<file path="config.mk">
export PLATFORM = sky130hd
export DESIGN_NAME = tlb_tag_array
export DESIGN_NICKNAME = d
export VERILOG_FILES = /design/src/rtl/cov_core_defs.sv /design/src/rtl/plru_tree.sv /design/src/rtl/tlb_tag_array.sv
export SDC_FILE = /design/constraint.sdc
export NUM_CORES = 2
export LEC_CHECK = 0
export ABC_AREA = 1
export CORE_UTILIZATION = 30
export CTS_CLUSTER_DIAMETER = 120
export DETAILED_ROUTE_END_ITERATION = 7
export HOLD_SLACK_MARGIN = 0.05
export SLEW_MARGIN = 5
export SYNTH_ARGS = -nofsm -noshare
export SYNTH_HDL_FRONTEND = slang
export SYNTH_SLANG_ARGS = --single-unit
</file>
<file path="constraint.sdc">
create_clock -name clk_i -period 5.48 [get_ports clk_i]
set_input_delay 1.096 -clock clk_i [delete_from_list [all_inputs] [get_ports clk_i]]
set_output_delay 1.096 -clock clk_i [all_outputs]
set_load 0.02 [all_outputs]
</file>
<file path="src/rtl/cov_core_defs.sv">
// Shared core-coverage definitions: TLB tag layout and the snapshot type sampled by coverage.
package cov_core_defs;

    localparam int unsigned TLB_ENTRIES = 16;
    localparam int unsigned ASID_WIDTH  = 16;

    typedef struct packed {
        logic                  valid;
        logic [ASID_WIDTH-1:0] asid;
        logic [8:0]            vpn2;
        logic [8:0]            vpn1;
        logic [8:0]            vpn0;
        logic                  is_2M;
        logic                  is_1G;
    } tlb_tag_t;

    typedef tlb_tag_t [TLB_ENTRIES-1:0] tlb_tags_q_t;

    // Size-aware VPN compare: lower VPN fields are don't-care for super pages.
    function automatic logic vpn_match(tlb_tag_t t, logic [26:0] vpn);
        return (t.vpn2 == vpn[26:18]) &&
               (t.is_1G || ((t.vpn1 == vpn[17:9]) && (t.is_2M || (t.vpn0 == vpn[8:0]))));
    endfunction

endpackage

</file>
<file path="src/rtl/plru_tree.sv">
// Tree pseudo-LRU state for ENTRIES ways; accepts up to two accesses per cycle (lookup, update).
module plru_tree #(
    parameter int unsigned ENTRIES = 16
) (
    input  logic                       clk_i,
    input  logic                       rst_ni,
    input  logic                       lu_valid_i,
    input  logic [$clog2(ENTRIES)-1:0] lu_idx_i,
    input  logic                       upd_valid_i,
    input  logic [$clog2(ENTRIES)-1:0] upd_idx_i,
    output logic [$clog2(ENTRIES)-1:0] victim_idx_o
);

    localparam int unsigned IDX_W = $clog2(ENTRIES);

    logic [ENTRIES-2:0] tree_q, tree_d;

    // Heap-ordered nodes; each node on the path is pointed away from the accessed leaf.
    function automatic logic [ENTRIES-2:0] touch(logic [ENTRIES-2:0] tree, logic [IDX_W-1:0] idx);
        logic [ENTRIES-2:0] t;
        int unsigned        node;
        t = tree;
        for (int unsigned l = 0; l < IDX_W; l++) begin
            node    = (32'd1 << l) - 32'd1 + 32'(idx >> (IDX_W - l));
            t[node] = ~idx[IDX_W-1-l];
        end
        return t;
    endfunction

    always_comb begin
        tree_d = tree_q;
        if (lu_valid_i) begin
            tree_d = touch(tree_d, lu_idx_i);
        end
        if (upd_valid_i) begin
            tree_d = touch(tree_d, upd_idx_i);
        end
    end

    always_comb begin : victim_walk
        int unsigned node;
        node         = 0;
        victim_idx_o = '0;
        for (int unsigned l = 0; l < IDX_W; l++) begin
            victim_idx_o[IDX_W-1-l] = tree_q[node];
            node                    = 2 * node + 1 + 32'(tree_q[node]);
        end
    end

    always_ff @(posedge clk_i or negedge rst_ni) begin
        if (!rst_ni) begin
            tree_q <= '0;
        end else begin
            tree_q <= tree_d;
        end
    end

endmodule

</file>
<file path="src/rtl/tlb_tag_array.sv">
// Fully associative Sv39 TLB tag store: zero-latency lookup, PTW update, fence.vma flush, PLRU.
module tlb_tag_array
    import cov_core_defs::tlb_tag_t, cov_core_defs::tlb_tags_q_t, cov_core_defs::vpn_match;
#(
    parameter int unsigned TLB_ENTRIES = cov_core_defs::TLB_ENTRIES,
    parameter int unsigned ASID_W      = cov_core_defs::ASID_WIDTH
) (
    input  logic                           clk_i,
    input  logic                           rst_ni,
    input  logic                           flush_i,
    input  logic [ASID_W-1:0]              flush_asid_i,
    input  logic [26:0]                    flush_vpn_i,
    input  logic                           update_valid_i,
    input  logic [26:0]                    update_vpn_i,
    input  logic [ASID_W-1:0]              update_asid_i,
    input  logic                           update_is_2M_i,
    input  logic                           update_is_1G_i,
    input  logic                           lu_access_i,
    input  logic [ASID_W-1:0]              lu_asid_i,
    input  logic [26:0]                    lu_vpn_i,
    output logic                           lu_hit_o,
    output logic [$clog2(TLB_ENTRIES)-1:0] lu_hit_idx_o,
    output logic                           lu_is_2M_o,
    output logic                           lu_is_1G_o,
    output logic [$clog2(TLB_ENTRIES)-1:0] replace_idx_o,
    output tlb_tags_q_t                    tags_o
);

    localparam int unsigned IDX_W = $clog2(TLB_ENTRIES);

    tlb_tag_t [TLB_ENTRIES-1:0] tags_q, tags_d;
    tlb_tag_t                   new_tag;

    logic             lu_hit;
    logic [IDX_W-1:0] lu_idx;
    logic             upd_hit;
    logic [IDX_W-1:0] upd_hit_idx;
    logic             has_invalid;
    logic [IDX_W-1:0] inv_idx;
    logic [IDX_W-1:0] victim_idx;
    logic [IDX_W-1:0] upd_idx;
    logic             upd_fire;

    // Descending scans so the lowest matching index wins.
    always_comb begin
        lu_hit      = 1'b0;
        lu_idx      = '0;
        upd_hit     = 1'b0;
        upd_hit_idx = '0;
        has_invalid = 1'b0;
        inv_idx     = '0;
        for (int i = TLB_ENTRIES - 1; i >= 0; i--) begin
            if (tags_q[i].valid && tags_q[i].asid == lu_asid_i &&
                vpn_match(tags_q[i], lu_vpn_i)) begin
                lu_hit = 1'b1;
                lu_idx = IDX_W'(i);
            end
            if (tags_q[i].valid && tags_q[i].asid == update_asid_i &&
                tags_q[i].is_2M == update_is_2M_i && tags_q[i].is_1G == update_is_1G_i &&
                vpn_match(tags_q[i], update_vpn_i)) begin
                upd_hit     = 1'b1;
                upd_hit_idx = IDX_W'(i);
            end
            if (!tags_q[i].valid) begin
                has_invalid = 1'b1;
                inv_idx     = IDX_W'(i);
            end
        end
    end

    assign lu_hit_o      = lu_access_i & lu_hit;
    assign lu_hit_idx_o  = lu_hit_o ? lu_idx : '0;
    assign lu_is_2M_o    = lu_hit_o & tags_q[lu_idx].is_2M;
    assign lu_is_1G_o    = lu_hit_o & tags_q[lu_idx].is_1G;

    assign replace_idx_o = has_invalid ? inv_idx : victim_idx;
    assign upd_idx       = upd_hit ? upd_hit_idx : replace_idx_o;
    assign upd_fire      = update_valid_i & ~flush_i;

    always_comb begin
        new_tag       = '0;
        new_tag.valid = 1'b1;
        new_tag.asid  = update_asid_i;
        new_tag.vpn2  = update_vpn_i[26:18];
        new_tag.vpn1  = update_vpn_i[17:9];
        new_tag.vpn0  = update_vpn_i[8:0];
        new_tag.is_2M = update_is_2M_i;
        new_tag.is_1G = update_is_1G_i;
    end

    // A zero ASID or zero VPN in the flush request acts as a wildcard.
    always_comb begin
        tags_d = tags_q;
        if (flush_i) begin
            for (int i = 0; i < TLB_ENTRIES; i++) begin
                if ((flush_asid_i == '0 || tags_q[i].asid == flush_asid_i) &&
                    (flush_vpn_i == '0 || vpn_match(tags_q[i], flush_vpn_i))) begin
                    tags_d[i].valid = 1'b0;
                end
            end
        end else if (update_valid_i) begin
            tags_d[upd_idx] = new_tag;
        end
    end

    always_ff @(posedge clk_i or negedge rst_ni) begin
        if (!rst_ni) begin
            tags_q <= '0;
        end else begin
            tags_q <= tags_d;
        end
    end

    assign tags_o = tags_q;

    plru_tree #(
        .ENTRIES (TLB_ENTRIES)
    ) u_plru (
        .clk_i        (clk_i),
        .rst_ni       (rst_ni),
        .lu_valid_i   (lu_hit_o),
        .lu_idx_i     (lu_idx),
        .upd_valid_i  (upd_fire),
        .upd_idx_i    (upd_idx),
        .victim_idx_o (victim_idx)
    );

`ifndef SYNTHESIS
    size_legal: assert property (@(posedge clk_i) disable iff (!rst_ni)
        !(update_valid_i && update_is_2M_i && update_is_1G_i));
`endif

endmodule

</file>
======== Yosys cells after proc, flatten, opt, wreduce, memory -nomap -nowiden ========
Index checks and enable logic that the tools add are counted.
operators by class
  add/subtract/negate cells ............... 11
  eq/ne operators ......................... 240
  div/mod/pow operators ................... 0
  multiply operators ...................... 0
  $lt $le $gt $ge ......................... 18
  bitwise operators ....................... 13
  shifts and indexed selects .............. 0
  mux-type cells .......................... 163
  reductions and logical operators ........ 364
operator list
  kind                                                                count
  == test 9 bit                                                       144
  == test 16 bit                                                      48
  bitwise mux 736 bit                                                 1
  2-to-1 mux 736 bit                                                  1
  < comparator 32 x 5 -> 1 bit, second input constant                 9
  logical AND 1 bit                                                   215
  2-to-1 mux 4 bit                                                    51
  greater-or-equal comparator 32 x 1 -> 1 bit, second input constant  6
  binary-select mux 46 bit (select 4 bit)                             1
  demux 46 bit (select 4 bit)                                         1
  logical OR 1 bit                                                    128
  bitwise mux 15 bit                                                  6
  2-to-1 mux 1 bit                                                    89
  adder 32 x 1 -> 32 bit                                              2
  adder 32 x 1 -> 32 bit, second input constant                       2
  2-to-1 mux 46 bit                                                   1
  AND reduction 2 bit                                                 17
  == test 1 bit                                                       32
  inequality test 2 x 1 -> 1 bit, second input constant               16
  2-to-1 mux 15 bit                                                   2
  zero test 27 bit                                                    1
  demux 1 bit (select 4 bit)                                          6
  zero test 16 bit                                                    1
  binary-select mux 1 bit (select 4 bit)                              3
  other kinds (9)                                                     26
word-level totals
  logic and storage cells ................. 923
  memories kept ........................... 0
  input bits .............................. 136
  output and inout bits ................... 747
  bits in latches ......................... 0
  ROM bits ................................ 0
  bits in writable memories ............... 0
  flip-flop bits (word level) ............. 751

======== Longest topological paths before layout ========
  word-level depth ........................ 35
  depth in mapped cells ................... 32
  gate-level depth less buffers ........... 31

======== By module ========
A second synthesis with hierarchy kept.
second synthesis, totals
  cell total of the unflattened synthesis .. 7752
  area, all modules ....................... 56158.9 µm²
by module, submodules not included
  module         cells an instance  area each (µm²)  times used
  tlb_tag_array  7478               54403.4          1
  plru_tree      274                1755.4           1

======== Worst setup path after synthesis ========
OpenSTA, ideal clock, no wires.
  path kind ............................... in2out
  start point ............................. in lu_vpn_i[25]
  end point ............................... out lu_is_2M_o
  arrival time ............................ 3.609 ns
  path slack .............................. 0.775 ns
  path buffers ............................ 3
  stages .................................. 20
  cell sequence ........................... buf_2 inv_1 buf_2 nand2_1 a221oi_1 nand3_1 nor2_1 nand2_1 nand2_1 nor2_1 nand2_1 inv_1 a21oi_4 inv_2 buf_2 nor2_4 o221ai_1 o22ai_1 mux2i_1 inv_1
between the ends
  elaborated cells between the ends (all ways) .. 84
  classes of those cells .................. eq/ne: 16; mux: 34; bitwise: 2; reduce/logical: 32
RTL lines
  element                          line                 RTL
  start: declaration               tlb_tag_array.sv:20  input logic [26:0] lu_vpn_i,
  == test 9 bit                    cov_core_defs.sv:21  return (t.vpn2 == vpn[26:18]) &&
  logical AND 1 bit                cov_core_defs.sv:21
  logical AND 1 bit                tlb_tag_array.sv:53  if (tags_q[i].valid && tags_q[i].asid == lu_asid_i &&
  2-to-1 mux 1 bit (15 in series)  tlb_tag_array.sv:53
  2-to-1 mux 1 bit *               tlb_tag_array.sv:53
  bitwise AND 1 bit *              tlb_tag_array.sv:71  assign lu_hit_o = lu_access_i & lu_hit;
  net lu_hit_o                     tlb_tag_array.sv:21  output logic lu_hit_o,
  bitwise AND 1 bit *              tlb_tag_array.sv:73  assign lu_is_2M_o = lu_hit_o & tags_q[lu_idx].is_2M;
  end: declaration                 tlb_tag_array.sv:23  output logic lu_is_2M_o,
Mark *: on every way through the listed nets, which the timed path passes. The rest lies on a longest branch. The select of a mux whose other input is x is not followed.

======== Worst setup path in the final report ========
  start point ............................. in lu_asid_i[5]
  end point ............................... out lu_is_2M_o
between the ends
  word-level cells in the longest chain between the ends .. 22
  elaborated cells between the ends (all ways) .. 84
  classes of those cells .................. eq/ne: 16; mux: 34; bitwise: 2; reduce/logical: 32
ends and longest elaborated chain
  element                                  line                 RTL
  start: declaration                       tlb_tag_array.sv:19  input logic [ASID_W-1:0] lu_asid_i,
  == test 16 bit                           tlb_tag_array.sv:53
  logical AND 1 bit (2 in series)          tlb_tag_array.sv:53
  2-to-1 mux 4 bit (16 in series)          tlb_tag_array.sv:53
  binary-select mux 46 bit (select 4 bit)  tlb_tag_array.sv:73
  2-to-1 mux 2 bit                         n/a
  bitwise AND 1 bit *                      tlb_tag_array.sv:73
Every way passes the cells marked *; elsewhere a longest branch is shown, timed or not. The select of a mux whose other input is x is not followed.

==> results.txt <==
The flow ran to the end, but the final reports show violations. The checks that failed: DRC, setup timing. For the HPWL reported at the end of detailed placement, the log shows 388000 um.

After floorplanning, the core was divided into 156 placement rows. For the global route total overflow, the log shows 0. For this run, the leading register cell type out of synthesis is dfrtp_1. The proportion of netlist area held by the largest area contributor was 34.1%. The cell with the largest stage delay on the worst path was nor4_2.

The synthesized design contains 751 register bits. Port buffering added 882 buffers. Compared with the post-synthesis result, the final layout area differs by 47.9%. The total power was 50.8 mW. The total of max-cap violations was 0; the arrival time of data at the critical path endpoint was 4440 ps.

Once the floorplan was initialized, standard cells occupied 30.3% of the core. The worst path setup slack after routing came out at -51.9 ps. Counting I/O delays and the setup requirement, the final critical path takes 5530 ps. The share of flip-flops with an asynchronous set or reset came out at 100%. The clock-pin slew on the worst setup and hold paths came out at 60 ps.

The register share of total power was 31.8%. The proportion of layout cells with a drive suffix above 1 is 19.2%. In this run the worst setup path begins at lu_asid_i[5]. For the total global-route track usage, the log shows 52.5%. The pin count of the biggest net entering global routing came out at 111. The tools report the clock latency reported for the late side of the worst-skew pair as 810 ps. During synthesis, Yosys emitted a total of 0 warnings.

The floorplan die area is 0.185 mm2. The total wire length was 504000 um; the hold violation total from the final report was 0. Dividing the detail-routed via count by the number of cells gives 6.41. TritonCTS built the clock tree.

The logs give 53 for the initial antenna violation count and 74100 for the total via count in the routed design. The congestion estimate from routability-driven global placement came to 1.12. In this run the worst path has a maximum fanout of 5. The run gives 0 as the post-route antenna net violation count. By startpoint and endpoint, the worst setup path is classified as input pin to primary output. Traced cell by cell, the critical path runs through clkdlybuf4s15_2 -> inv_2 -> buf_12 -> buf_4 -> o22ai_1 -> nor4_2 -> nand3_1 -> nor2_1 -> buf_4 -> nand2_4 -> nand2_4 -> buf_6 -> nor3_4 -> buf_12 -> a21oi_4 -> inv_2 -> nor2_4 -> o221ai_2 -> o22ai_2 -> mux2i_4 -> inv_2 -> buf_6. In this run the deepest clock path goes through 3 buffers. In this run, distinct cell masters in the synthesized netlist total 62. For this design the ratio of total power to cell area is 624 mW/mm2. The number of hold buffers added after CTS is 0, and the cell area after synthesis is 0.0550 mm2.

Combinational logic burns 53.9% of the power. The number of instances in the synthesized netlist is 7402. The analysis attributes to cell leakage a power of 35.7 nW.

Setup skew after layout: 53.3 ps. Buffer type at the clock tree root: clkbuf_16. The wire length of the first global-routing pass is 655000 um, and the part of the cycle the worst path needs is 101%.

The number of buffers added by the clock tree synthesis step is 96. The tools report the type of element launching the critical path as an input pin. Setup repair after global routing could not meet its margin everywhere. Worst slew margin relative to its limit: 16.4%.

Internal power comes to 23.5 mW. The detailed router finished its first iteration with 12100 violations. The net count of the finished layout is 9236. The largest area contributor in the netlist is dfrtp_1. The worst register-to-register path begins at tags_o[548].

The H-tree was split into 3 levels. The chip height was 430 um. Across the VDD grid, the largest voltage drop is 456 uV. Setup violations remaining at the end of the flow were counted as 2. The number of detailed-routing iterations run before antenna repair came out at 8. The maximum cell stage delay along the critical path came out at 340 ps. In this run, the clock network consumes 14.3% of the power. The die outline width was 430 um.

In the final timing run, aggregate negative setup slack is -84.0 ps. The part of the Yosys area used for sequential elements came out at 34.1%. The number of slew-limit violations in the final report was 0; the switching part of the total was 53.8%. Fmax: 181 MHz. The path class of the tightest hold or removal check is input pin to async pin. The worst setup path is captured at a primary output.

A synthesized cell averages 7.44 um2. The remaining design rule violation count was 5; the number of global-route vias before repair was 68200. In this run, synthesis inferred 0 flip-flops with an integrated enable. The wire length per cell was 43.6 um. The number of nets handed over by synthesis was 7551.

By area the synthesized netlist is led by dfrtp_1 34%, nand2_1 11%, xor2_1 8.1%. Total core area: 0.182 mm2. The transition time at the pin with the least slew margin is 1250 ps.

In this run the power spent charging and discharging nets is 27.4 mW. For the required time at the worst-slack endpoint, the log shows 4380 ps. For the I/O pin count, the log shows 883. For this design, the sink count on the clock tree is 751. In this design, the critical path's most frequently occurring cell is inv_2.
-- worst paths after layout --
check                                    to  slack (ps)  depth (start not counted)
hold reg to reg                 tags_o[218]         570                          2
hold / removal                  tags_o[629]         360                          1
setup reg to reg                tags_o[449]         470                         22
min in group clk_i              tags_o[218]         570                          2
max in group asynchronous  u_plru.tree_q[6]        3700                          3
setup / recovery                 lu_is_2M_o         -50                         22
-- final cells by class --
class,instances,area [um2]
fillers,18300,100000
well taps,2370,2970
multi-input cells,5397,31800
diodes,20,50.0
flip-flops and latches,751,18800
clock inverters,55,812
repair buffers,2133,21600
inverters,708,2730
clock buffers,123,2660
-- power by group through the flow --
stage / registers (mW) / clock network, mW / logic (mW)
floorplan: 14.8 / 0 / 10.0
global placement: 15.6 / 0 / 26.1
detailed placement: 15.5 / 0 / 26.2
CTS: 15.5 / 7.22 / 26.5
global route: 15.8 / 7.42 / 28.5
finish: 16.2 / 7.26 / 27.4
-- state kept, by name (all words and copies together), names as in the netlist --
signal,count
u_plru.tree_q,15
tags_o,736
-- timing repair --
item                                    CTS  global route
endpoints found under the setup margin    8           215
buffers inserted                         42            33
resized for setup                       319           168
pin swaps                                82           100
gates cloned                              4             1
-- layout by cell type (no fill, tap or decap), types with 18 or more instances in the layout --
cell and n:
buf_6 60, a21oi_1 64, nand2_1 1562, clkbuf_16 98, a221oi_1 243, clkdlybuf4s50_1 823
buf_12 242, nor4_2 18, o22ai_2 20, nand3_1 163, nand2_4 32, nand4_1 152
inv_2 63, a221oi_2 18, dfrtp_1 747, xnor2_1 307, nor2_2 19, o22ai_1 647
xor2_1 509, nor3_1 38, nand2_2 34, nor4_1 200, o21ai_1 404, o2111ai_1 33
a211oi_1 20, buf_4 935, nor2_1 359, o21ai_0 371, inv_1 617, clkinvlp_4 21
diode_2 20
-- per-stage QoR --
| stage | utilization (%) | setup WS [ps] | cells | instance area [um2] | hold WS (ps) |
|---|---|---|---|---|---|
| global placement | 41.6 | -1160 | 11300 | 75500 | 523 |
| global route | 44.8 | -97.5 | 11500 | 81400 | 400 |
| floorplan | - | 775 | 7402 | 55000 | 536 |
| detailed placement | 41.6 | -976 | 11300 | 75500 | 543 |
| finish | 44.8 | -51.9 | 11600 | 81400 | 360 |
| CTS | 44.4 | 0.496 | 11500 | 80500 | 385 |
-- synthesized netlist by cell type (all sizes together) (2+ instances only) --
library cell / instances
nand2: 1633
o21ai: 776
dfrtp: 751
inv: 700
o22ai: 668
xor2: 512
buf: 400
nor2: 398
xnor2: 310
a221oi: 261
nor4: 221
nand3: 172
nand4: 152
clkbuf: 146
a21oi: 69
nor3: 46
o2111ai: 33
a211oi: 21
o221ai: 18
o211ai: 17
ha: 13
or4: 12
or2: 10
clkinv: 8
a2111oi: 7
a21boi: 7
and3: 7
o221a: 6
a31oi: 4
nand3b: 4
o211a: 3
a21o: 2
and2: 2
mux2i: 2
o21bai: 2
-- layer usage --
metal  part of all wire, %  track usage (%)  up-vias  wire (um)
met5                 0.054                0        -        271
met4                    11             44.7       32      54200
met3                    12             17.1     2047      62700
met2                    41             75.3     6788     204000
met1                    36             63.3    36200     183000
li1                      -                -    29000          -
-- worst max-delay path, delay by kind of cell --
kind	cells	cell delay (ps)
compound gates	4	670
buf+inv	10	1410
mux	1	100
simple gates	7	1100
-- kinds of logic after synthesis --
logic type	Yosys count	synth area share, %
compound gates	1901	21.4
xor+xnor	822	13.1
fa+ha+maj	13	0.295
buf+inv	1254	10.1
flops	751	34.1
mux	2	0.0364
simple gates	2659	21.0
(Power assumes the default switching activity.)
